**src/rtl/sc_pkg.sv**
```systemverilog
// Shared definitions for the basic-computer sequence counter.
// Holds the sequencer state type, default sizing constants and the step-name
// constants T0_STEP..T7_STEP shared by the timing decoder and control logic.
package sc_pkg;

  typedef enum logic {
    StIdle = 1'b0,
    StRun  = 1'b1
  } sc_state_e;

  // Step names as they appear on the SC bus.
  localparam logic [3:0] T0_STEP = 4'd0;
  localparam logic [3:0] T1_STEP = 4'd1;
  localparam logic [3:0] T2_STEP = 4'd2;
  localparam logic [3:0] T3_STEP = 4'd3;
  localparam logic [3:0] T4_STEP = 4'd4;
  localparam logic [3:0] T5_STEP = 4'd5;
  localparam logic [3:0] T6_STEP = 4'd6;
  localparam logic [3:0] T7_STEP = 4'd7;

  localparam int unsigned ScWDef       = 4;
  localparam int unsigned LastStepDef  = 32'(T7_STEP);
  localparam int unsigned CntWDef      = 16;

endpackage

```
**src/rtl/sc_sequencer.sv**
```systemverilog
// Sequence-counter generator for the basic-computer control unit.
// Produces the step count SC (decoded downstream into T0..T7), with start/halt
// control, a memory stall, instruction-complete clearing and an instruction
// counter for bring-up.
//
// Ports:
//   clk_i        system clock, rising edge
//   rst_ni       asynchronous active-low reset
//   start_i      level; leave IDLE and begin at T0
//   halt_i       level; stop sequencing, return to IDLE
//   clr_i        instruction complete; SC returns to 0 next cycle
//   stall_i      hold current SC
//   sc_o         current step count
//   running_o    high while in RUN
//   wrap_o       one-cycle pulse when SC wraps LAST_STEP -> 0 without clr
//   instr_cnt_o  count of completed instructions (clr events, mod 2^CNT_W)
//   wrap_err_o   sticky wrap flag, present only when SC_WRAP_ERR_EN is defined
//
// Optional feature macro: SC_WRAP_ERR_EN.
module sc_sequencer
  import sc_pkg::*;
#(
  parameter int unsigned SC_W      = ScWDef,
  parameter int unsigned LAST_STEP = LastStepDef,
  parameter int unsigned CNT_W     = CntWDef
) (
  input  logic             clk_i,
  input  logic             rst_ni,
  input  logic             start_i,
  input  logic             halt_i,
  input  logic             clr_i,
  input  logic             stall_i,
  output logic [SC_W-1:0]  sc_o,
  output logic             running_o,
  output logic             wrap_o,
`ifdef SC_WRAP_ERR_EN
  output logic             wrap_err_o,
`endif
  output logic [CNT_W-1:0] instr_cnt_o
);

  if (LAST_STEP >= (64'd1 << SC_W)) begin : g_bad_last_step
    $error("sc_sequencer: LAST_STEP does not fit in SC_W bits");
  end

  localparam logic [SC_W-1:0] LastStep = SC_W'(LAST_STEP);
  localparam logic [SC_W-1:0] FirstStep = SC_W'(T0_STEP);

  sc_state_e        state_q, state_d;
  logic [SC_W-1:0]  sc_q, sc_d;
  logic             wrap_q, wrap_d;
  logic [CNT_W-1:0] cnt_q, cnt_d;

  always_comb begin
    state_d = state_q;
    sc_d    = sc_q;
    wrap_d  = 1'b0;
    cnt_d   = cnt_q;
    unique case (state_q)
      StIdle: begin
        sc_d = FirstStep;
        if (start_i) begin
          state_d = StRun;
        end
      end
      StRun: begin
        // halt > clr > stall > increment
        if (halt_i) begin
          state_d = StIdle;
          sc_d    = FirstStep;
          if (clr_i) begin
            cnt_d = cnt_q + CNT_W'(1);
          end
        end else if (clr_i) begin
          sc_d  = FirstStep;
          cnt_d = cnt_q + CNT_W'(1);
        end else if (stall_i) begin
          sc_d = sc_q;
        end else if (sc_q < LastStep) begin
          sc_d = sc_q + SC_W'(1);
        end else begin
          sc_d   = FirstStep;
          wrap_d = 1'b1;
        end
      end
      default: begin
        state_d = StIdle;
        sc_d    = FirstStep;
      end
    endcase
  end

  always_ff @(posedge clk_i or negedge rst_ni) begin
    if (!rst_ni) begin
      state_q <= StIdle;
      sc_q    <= FirstStep;
      wrap_q  <= 1'b0;
      cnt_q   <= '0;
    end else begin
      state_q <= state_d;
      sc_q    <= sc_d;
      wrap_q  <= wrap_d;
      cnt_q   <= cnt_d;
    end
  end

`ifdef SC_WRAP_ERR_EN
  logic wrap_err_q, wrap_err_d;

  // Set together with the wrap pulse; a start accepted in IDLE clears it.
  always_comb begin
    wrap_err_d = wrap_err_q | wrap_d;
    if (state_q == StIdle && start_i) begin
      wrap_err_d = 1'b0;
    end
  end

  always_ff @(posedge clk_i or negedge rst_ni) begin
    if (!rst_ni) begin
      wrap_err_q <= 1'b0;
    end else begin
      wrap_err_q <= wrap_err_d;
    end
  end

  assign wrap_err_o = wrap_err_q;
`endif

  assign sc_o        = sc_q;
  assign running_o   = (state_q == StRun);
  assign wrap_o      = wrap_q;
  assign instr_cnt_o = cnt_q;

endmodule

```
**config.mk**
```make
export PLATFORM = sky130hd
export DESIGN_NAME = sc_sequencer
export DESIGN_NICKNAME = d
export VERILOG_FILES = /design/src/rtl/sc_pkg.sv /design/src/rtl/sc_sequencer.sv
export SDC_FILE = /design/constraint.sdc
export NUM_CORES = 1
export LEC_CHECK = 0
export CAP_MARGIN = 20
export CELL_PAD_IN_SITES_DETAIL_PLACEMENT = 0
export CELL_PAD_IN_SITES_GLOBAL_PLACEMENT = 1
export CORE_ASPECT_RATIO = 1.25
export CORE_MARGIN = 4
export CORE_UTILIZATION = 35
export CTS_CLUSTER_DIAMETER = 200
export DETAILED_ROUTE_END_ITERATION = 8
export PLACE_DENSITY = 0.86
export SYNTH_ARGS = -nofsm -noshare
export SYNTH_HDL_FRONTEND = slang
export SYNTH_SLANG_ARGS = --single-unit
```
**constraint.sdc**
```tcl
create_clock -name clk_i -period 1.7 [get_ports clk_i]
set_input_delay 0.34 -clock clk_i [delete_from_list [all_inputs] [get_ports clk_i]]
set_output_delay 0.34 -clock clk_i [all_outputs]
set_load 0.05 [all_outputs]
```
* Word-level counts from Yosys, hierarchy flattened *
Cells that the tools add are included.

word-level totals
  bits in registers = 22
  bits of input ports = 6
  word-level logic and storage cells = 23

cells by class
  $add $sub $neg = 2
  order comparisons = 1
  equality and inequality tests = 1
  muxes and demuxes = 13
  bitwise operators = 1
  reduce and logical (&&, ||, !) cells = 1

operators with widths
  operator                                                    number
  adder 16 x 1 -> 16 bit, second input constant               1
  two-way mux 4 bit                                           4
  one-hot mux 4 bit (2 select lines)                          1
  two-way mux 1 bit                                           7
  adder 4 x 1 -> 4 bit, second input constant                 1
  less-than comparator 4 x 3 -> 1 bit, second input constant  1
  != test 4 bit, second input constant                        1
  one-hot mux 1 bit (2 select lines)                          1
  AND reduction 2 bit                                         1
  inverter 1 bit                                              1

* Logic depth before layout (Yosys ltp) *
Gate-level depths: netlist of the first run.

  depth after elaboration = 6
  depth in mapped cells = 5

* Least setup slack after synthesis of the first run *
Ideal clock, no wire load.

  path kind = reg2reg
  from = register cnt_q[0] (netlist: instr_cnt_o[0])
  to = register cnt_q[10] (netlist: instr_cnt_o[10])
  arrival = 1559 ps
  required time = 1559 ps
  setup slack = 1 ps
  cell stages (with the launch flop) = 6
  clock period less this slack = 1699 ps
  path through = dfrtp_1 ha_1 nand3_2 nor3_2 nand4_1 xnor2_1

on the way
  word-level cells in the longest chain between the ends = 1

RTL lines
  element                   line                                    RTL
  start: declaration        sc_sequencer.sv:52                      logic [CNT_W-1:0] cnt_q, cnt_d;
  start signal: assignment  sc_sequencer.sv:103                     cnt_q <= cnt_d;
  adder 16 x 1 -> 16 bit    sc_sequencer.sv:72, sc_sequencer.sv:76

No other way between the ends.
A chain may end at the register's enable or synchronous reset.

* Worst setup path after layout of the first run *
  from = input clr_i
  to = register cnt_q[10] (netlist: instr_cnt_o[10])

on the way
  word-level cells in the longest chain between the ends = 1

RTL lines
  element                        line                RTL
  start: declaration             sc_sequencer.sv:31  input logic clr_i,
  AND reduction 2 bit (no line)  -

No other way between the ends.

==> run_results.csv, run 1 <==
group,metric,value,unit
run_status,status,"finished clean",
grt,grt_use_total,0.1104,
logic_synthesis,syn-num-nets,92,
route,wl,1.722,mm
clocking,post-cts-setup-buffers,0,
route,vias,702,
logic_synthesis,ys_seq_elements,22,
power_and_ir_drop,vdd_ir_drop_max,844.4,uV
grt,grt_pass1_vias,715,
route,drcViolationCount,0,
critical_path,cp-start-kind,"input port",
place,gp_congestion,0.7995,
power_and_ir_drop,pwr-share-seq,0.458,
logic_synthesis,seq_area_frac_synth,0.5656,
floorplanning,rows,21,
route,vias_per_cell,4.618,
clocking,cts-root-buf,"clkbuf_4",
logic_synthesis,synthesis.instances,84,
floorplanning,die_w,55.17,microns
route,postRouteAntennaNets,0,
clocking,cts_max_level,1,
critical_path,worstSetupPathType,"input port to register",
finish,drive_above_1_share,0.2881,
clocking,clk_path_buf_depth,2,
logic_synthesis,synth_area_per_cell,11.59,sq um
floorplanning,num_io_pins,28,
logic_synthesis,yosys-top-cells-area,"dfrtp_1, xnor2_1, xor2_1",
power_and_ir_drop,power.switching,572.9,uW
critical_path,crit_fanout,4,
route,highest_layer,"met4",
place,dp_cells,148,
clocking,path_clk_slew,110,ps
power_and_ir_drop,power_frac_clock,0.190,
timing,period_minus_slack,1433,ps
route,drtIter0Drc,17,
grt,grt_overflow,0,
place,post-dp-hpwl,1.330,mm
logic_synthesis,postSynth.asyncResetShare,1.000,
timing,finalHoldViolations,0,
route,firstDrtPassIters,4,
logic_synthesis,yosysTopAreaCell,"dfrtp_1",
critical_path,ff2ff_path_depth,5,
timing,clock.fmax,698.0,MHz
timing,final-setup-viol-count,0,
logic_synthesis,synth_edf_count,0,
timing,fin_ws,267.3,ps
power_and_ir_drop,p_per_area,1128,nW/um^2
logic_synthesis,ys_warn_count,0,
critical_path,worstPathArrival,1630,ps
clocking,cts_sinks,22,
finish,antenna_cells,0,
floorplanning,core,2680,sq um
power_and_ir_drop,leakagePower,0.0006464,uW
route,routedWlPerCell,11.33,microns
finish,nets,127,
min_path,holdCritPathClass,"input port to asynchronous set/reset pin",
logic_synthesis,ys.flop_type,"dfrtp_1",
route,wl_met3,97,microns
run,cap_viol_max_count,0,
clocking,clk-insertion-delay-late,300,ps
timing,post-route-period-util,0.8427,
logic_synthesis,yosys-top-cells-count,"dfrtp_1, nand2_1, xnor2_1",
floorplanning,die_area,3694,sq um
place,pre_cts_slack,-68.54,ps
timing,timing.slew.headroom,0.8028,
floorplanning,initial_core_util,0.3632,
clocking,postCtsHoldBufs,0,
grt,grt_pass1_wl,2.973,mm
finish,n_fill_cell,271,
timing,tightest_slew,294.2,ps
grt,grt_max_degree,23,
route,routed-wl-met2,830,microns
logic_synthesis,netlist_area,973.4,sq um
timing,skew,1.806,ps
critical_path,end_kind,"register",
floorplanning,dieHeight,66.96,microns
finish,area_growth,33.80,%
grt,antenna_found_initial,0,
clocking,tritoncts.num_buffers,3,
logic_synthesis,ys_types,23,
critical_path,crit_required,1900,ps
clocking,cts_tree,"built",
route,wl_met1,766,microns
finish,finalNonFillerCells,152,
power_and_ir_drop,intPower,895.7,uW
logic_synthesis,synth_most_common_cell,"dfrtp_1",
timing,rsz0062_at_grt,"no",
clocking,cts_resized,0,
power_and_ir_drop,p_sw_frac,0.3901,
logic_synthesis,synth.top_cell.area_share,0.5656,
power_and_ir_drop,combPwrFrac,0.352,
place,port-buffer-count,27,
timing,final-max-slew-violation-count,0,
## power groups by stage
stage / sequential [uW] / combinational, uW / clock [uW]
global route: 686 / 547 / 309
floorplan: 904 / 118 / 0
CTS: 674 / 524 / 291
global placement: 682 / 517 / 0
detailed placement: 683 / 524 / 0
finish: 673 / 517 / 279
## critical path, cell delays in order
cell and delay, ps:
clkdlybuf4s50_1 550, nand3_2 120, nor3_2 320, nand4_1 150, xnor2_1 150
## state kept, by name (all words and copies together) (netlist names)
signal / flops
instr_cnt_o: 16
running_o: 1
sc_o: 4
wrap_o: 1
## per-stage QoR
stage                     hold slack, ps  power [uW]  utilization  TNS (ps)  area [sq um]
after floorplan                    44.41        1022            -         0         973.4
after global placement             461.3        1200       0.4725    -39.72          1266
after detailed placement           470.7        1207       0.4725    -186.0          1266
after CTS                          368.9        1488       0.4860         0          1303
after global routing               378.8        1542       0.4860         0          1303
final                              365.7        1469       0.4860         0          1303
## final cells by class
type / count / area, sq um / share of cell area
Inverter: 2 / 7.507 / 0.005764
Tap cell: 34 / 42.54 / 0.03266
Sequential cell: 22 / 550.5 / 0.4227
Clock buffer: 4 / 36.28 / 0.02786
Timing Repair Buffer: 30 / 250.2 / 0.1921
Multi-Input combinational cell: 60 / 415.4 / 0.3189
## cells by family after synthesis
logic type / Yosys count / share of synthesized area
muxes: 2 / 0.02185
xor gates and xnor gates: 15 / 0.1350
and+or+nand+nor: 35 / 0.2134
DFF: 22 / 0.5656
adders and majority gates: 2 / 0.02570
buffers and inverters: 2 / 0.007715
AOI/OAI and AO/OA: 6 / 0.03084
## metal layers
| metal | global-route usage | vias up |
|---|---|---|
| met4 | 0.06079 | 0 |
| met3 | 0.02237 | 3 |
| met5 | 0 | - |
| li1 | - | 359 |
| met1 | 0.1406 | 326 |
| met2 | 0.1701 | 14 |
## cells in the final DEF (no fill, tap or decap), types with 2 or more instances in the layout
master and count:
a21oi_1 5, and3_1 2, and4_1 2, buf_4 24
clkbuf_4 3, clkdlybuf4s50_1 5, dfrtp_1 22, ha_1 2
inv_1 2, nand2_1 10, nand3_1 3, nand3b_1 2
nand4_1 3, nor2_1 6, xnor2_1 10, xor2_1 5
## path summary, 6_finish.rpt
path,slack (ps),from,to
max,270,clr_i,instr_cnt_o[10]$_DFFE_PN0P_
min,370,rst_ni,instr_cnt_o[12]$_DFFE_PN0P_
max reg2reg,270,instr_cnt_o[0]$_DFFE_PN0P_,instr_cnt_o[10]$_DFFE_PN0P_
min reg2reg,480,instr_cnt_o[15]$_DFFE_PN0P_,instr_cnt_o[15]$_DFFE_PN0P_
max in group asynchronous,1120,rst_ni,sc_o[0]$_DFFE_PN0P_
min in group clk_i,480,instr_cnt_o[15]$_DFFE_PN0P_,instr_cnt_o[15]$_DFFE_PN0P_
(Power assumes the default switching activity.)
==> run 2: changes to the inputs <==
--- a/config.mk
+++ b/config.mk
@@ -10,10 +10,10 @@
 export CELL_PAD_IN_SITES_GLOBAL_PLACEMENT = 1
 export CORE_ASPECT_RATIO = 1.25
 export CORE_MARGIN = 4
-export CORE_UTILIZATION = 35
+export CORE_UTILIZATION = 32
 export CTS_CLUSTER_DIAMETER = 200
 export DETAILED_ROUTE_END_ITERATION = 8
-export PLACE_DENSITY = 0.86
+export PLACE_DENSITY = 0.84
 export SYNTH_ARGS = -nofsm -noshare
 export SYNTH_HDL_FRONTEND = slang
 export SYNTH_SLANG_ARGS = --single-unit
==> constraint.sdc (replaced) <==
create_clock -name clk_i -period 1.3 [get_ports clk_i]
set_input_delay 0.26 -clock clk_i [delete_from_list [all_inputs] [get_ports clk_i]]
set_output_delay 0.26 -clock clk_i [all_outputs]
set_load 0.05 [all_outputs]
==> run 2 against run 1 <==
Net effect:
- clock skew is 6.4 ps higher
- clock power is 10% higher
- combinational power grew to 2.7 times the previous value
- total power is 76% higher
- cell count is 14% higher
- sequential share of layout area is 11 points lower
- sequential power is 34% higher
- global-route usage is 1.3 points higher
- register-to-register slack worse by 240 ps
- die area is 8.1% higher
- via count is 14% higher
==> run_results.csv, run 2 (same netlist as run 1, synthesis figures left out) <==
group,metric,value,unit
run_status,status,"finished clean",
place,port-buffer-count,27,
route,routedWlPerCell,13.61,microns
critical_path,regToRegStartpoint,"running_o$_DFF_PN0_",
run,cap_viol_max_count,0,
timing,rsz0062_at_grt,"yes",
clocking,clk-insertion-delay-late,300,ps
place,gp_congestion,0.7968,
floorplanning,rows,22,
grt,grt_pass1_vias,854,
timing,finalHoldViolations,0,
critical_path,crit_chain,"buf_6 -> buf_12",
route,firstDrtPassIters,3,
power_and_ir_drop,vdd_ir_drop_max,1457,uV
timing,tightest_slew,282.8,ps
critical_path,r2r_setup_slack,30,ps
power_and_ir_drop,p_per_area,1408,nW/um^2
route,drcViolationCount,0,
finish,largest_register_ff_count,16,
min_path,holdCritPathClass,"input port to asynchronous set/reset pin",
critical_path,crit_fanout,3,
finish,drive_above_1_share,0.5507,
critical_path,cp_top_family,"flip-flops",
critical_path,slowest_stage,"dfrtp_2",
finish,finalNonFillerCells,174,
clocking,cts_tree,"built",
finish,final_common_cell,"buf_12",
floorplanning,core,2918,sq um
finish,area_growth,88.82,%
timing,final-setup-viol-count,0,
timing,timing.slew.headroom,0.8115,
grt,grt_pass1_wl,3.919,mm
critical_path,critPathMaxStageDelay,460,ps
timing,skew,8.190,ps
clocking,cts_max_level,1,
finish,finalInstanceArea,1838,sq um
floorplanning,dieHeight,69.67,microns
grt,grt_max_degree,23,
floorplanning,initial_core_util,0.3336,
route,vias_per_cell,4.609,
place,pre_cts_slack,-381.1,ps
critical_path,critPathBufInv,2,
critical_path,crit_required,1040,ps
route,postRouteAntennaNets,0,
critical_path,worstSetupPathType,"register to primary output",
critical_path,cp-start-kind,"register",
grt,antenna_found_initial,0,
place,dpl_cell_area,1707,sq um
timing,post-route-period-util,0.9910,
place,post-dp-hpwl,1.849,mm
floorplanning,die_w,57.33,microns
finish,nets,148,
clocking,tritoncts.num_buffers,3,
clocking,path_clk_slew,120,ps
critical_path,worstPathArrival,1030,ps
route,drtIter0Drc,6,
clocking,cts_sinks,22,
route,vias,802,
timing,final-max-slew-violation-count,0,
clocking,clk_path_buf_depth,2,
grt,grt_overflow,0,
route,wl,2.369,mm
finish,final_cell_mix,"buf_12, dfrtp_2, buf_4, buf_6, xnor2_1",
floorplanning,die_area,3994,sq um
critical_path,worstReg2RegEnd,"instr_cnt_o[9]$_DFFE_PN0P_",
timing,period_minus_slack,1288,ps
finish,antenna_cells,0,
timing,fin_ws,11.74,ps
critical_path,ff2ff_path_depth,4,
finish,utilization,0.6299,
power_and_ir_drop,leakagePower,0.0008155,uW
timing,clock.fmax,776.2,MHz
critical_path,end_kind,"primary output",
place,dp_cells,164,
floorplanning,num_io_pins,28,
clocking,cts-root-buf,"clkbuf_4",
grt,grt_use_total,0.1232,
run 2: changes by cell type in the layout (fill, tap and decap cells not counted), moves of 12 or more:
cell | before | now
buf_6 | 0 | 12
buf_12 | 1 | 22
dfrtp_1 | 22 | 8
dfrtp_2 | 0 | 14
buf_4 | 24 | 12
run 2: repair_timing:
item,4_1_cts,5_1_grt
hold buffers,0,0
buffers inserted,2,5
setup endpoints to repair,7,19
gates resized for setup,5,12
pin swaps,0,5
run 2: per-stage QoR:
step / hold WS, ps / power (uW) / TNS, ps
4_1_cts: 289.8 / 2487 / -0.7745
3_5_place_dp: 535.5 / 2096 / -5469
2_1_floorplan: -35.59 / 1439 / -531.7
5_1_grt: 291.7 / 2698 / -308.4
6_report: 284.1 / 2587 / 0
3_3_place_gp: 519.1 / 2068 / -4722
run 2: power breakdown:
part / switching, uW / internal, uW
Combinational: 639 / 737
Clock: 199 / 108
Sequential: 116 / 788
run 2: metal layers:
metal  vias to the layer above  wire length, microns  global-route usage
li1                        399                     -                   -
met1                       386                   897              0.1379
met2                        13                  1392              0.2274
met3                         4                    51             0.01862
met4                         0                    26             0.04639
met5                         -                     0                   0
run 2: worst max-delay path by stage:
stage | from | to | slack (ps) | depth (start not counted)
after detailed placement | clr_i | instr_cnt_o[9]$_DFFE_PN0P_ | -380 | 5
after floorplan | instr_cnt_o[7]$_DFFE_PN0P_ | instr_cnt_o[15]$_DFFE_PN0P_ | -100 | 4
after CTS | instr_cnt_o[4]$_DFFE_PN0P_ | instr_cnt_o[4] | -0.8 | 2
after global routing | instr_cnt_o[1]$_DFFE_PN0P_ | instr_cnt_o[10]$_DFFE_PN0P_ | -60 | 5
final | instr_cnt_o[1]$_DFFE_PN0P_ | instr_cnt_o[1] | 10 | 2
after global placement | clr_i | instr_cnt_o[9]$_DFFE_PN0P_ | -330 | 5
run 2: layout make-up:
| class | instances | area (sq um) |
|---|---|---|
| repair buffers | 51 | 714.4 |
| inverters | 2 | 7.507 |
| fillers | 241 | 1080 |
| multi-input cells | 60 | 480.5 |
| flip-flops and latches | 22 | 568.0 |
| well taps | 36 | 45.04 |
| clock buffers | 3 | 22.52 |
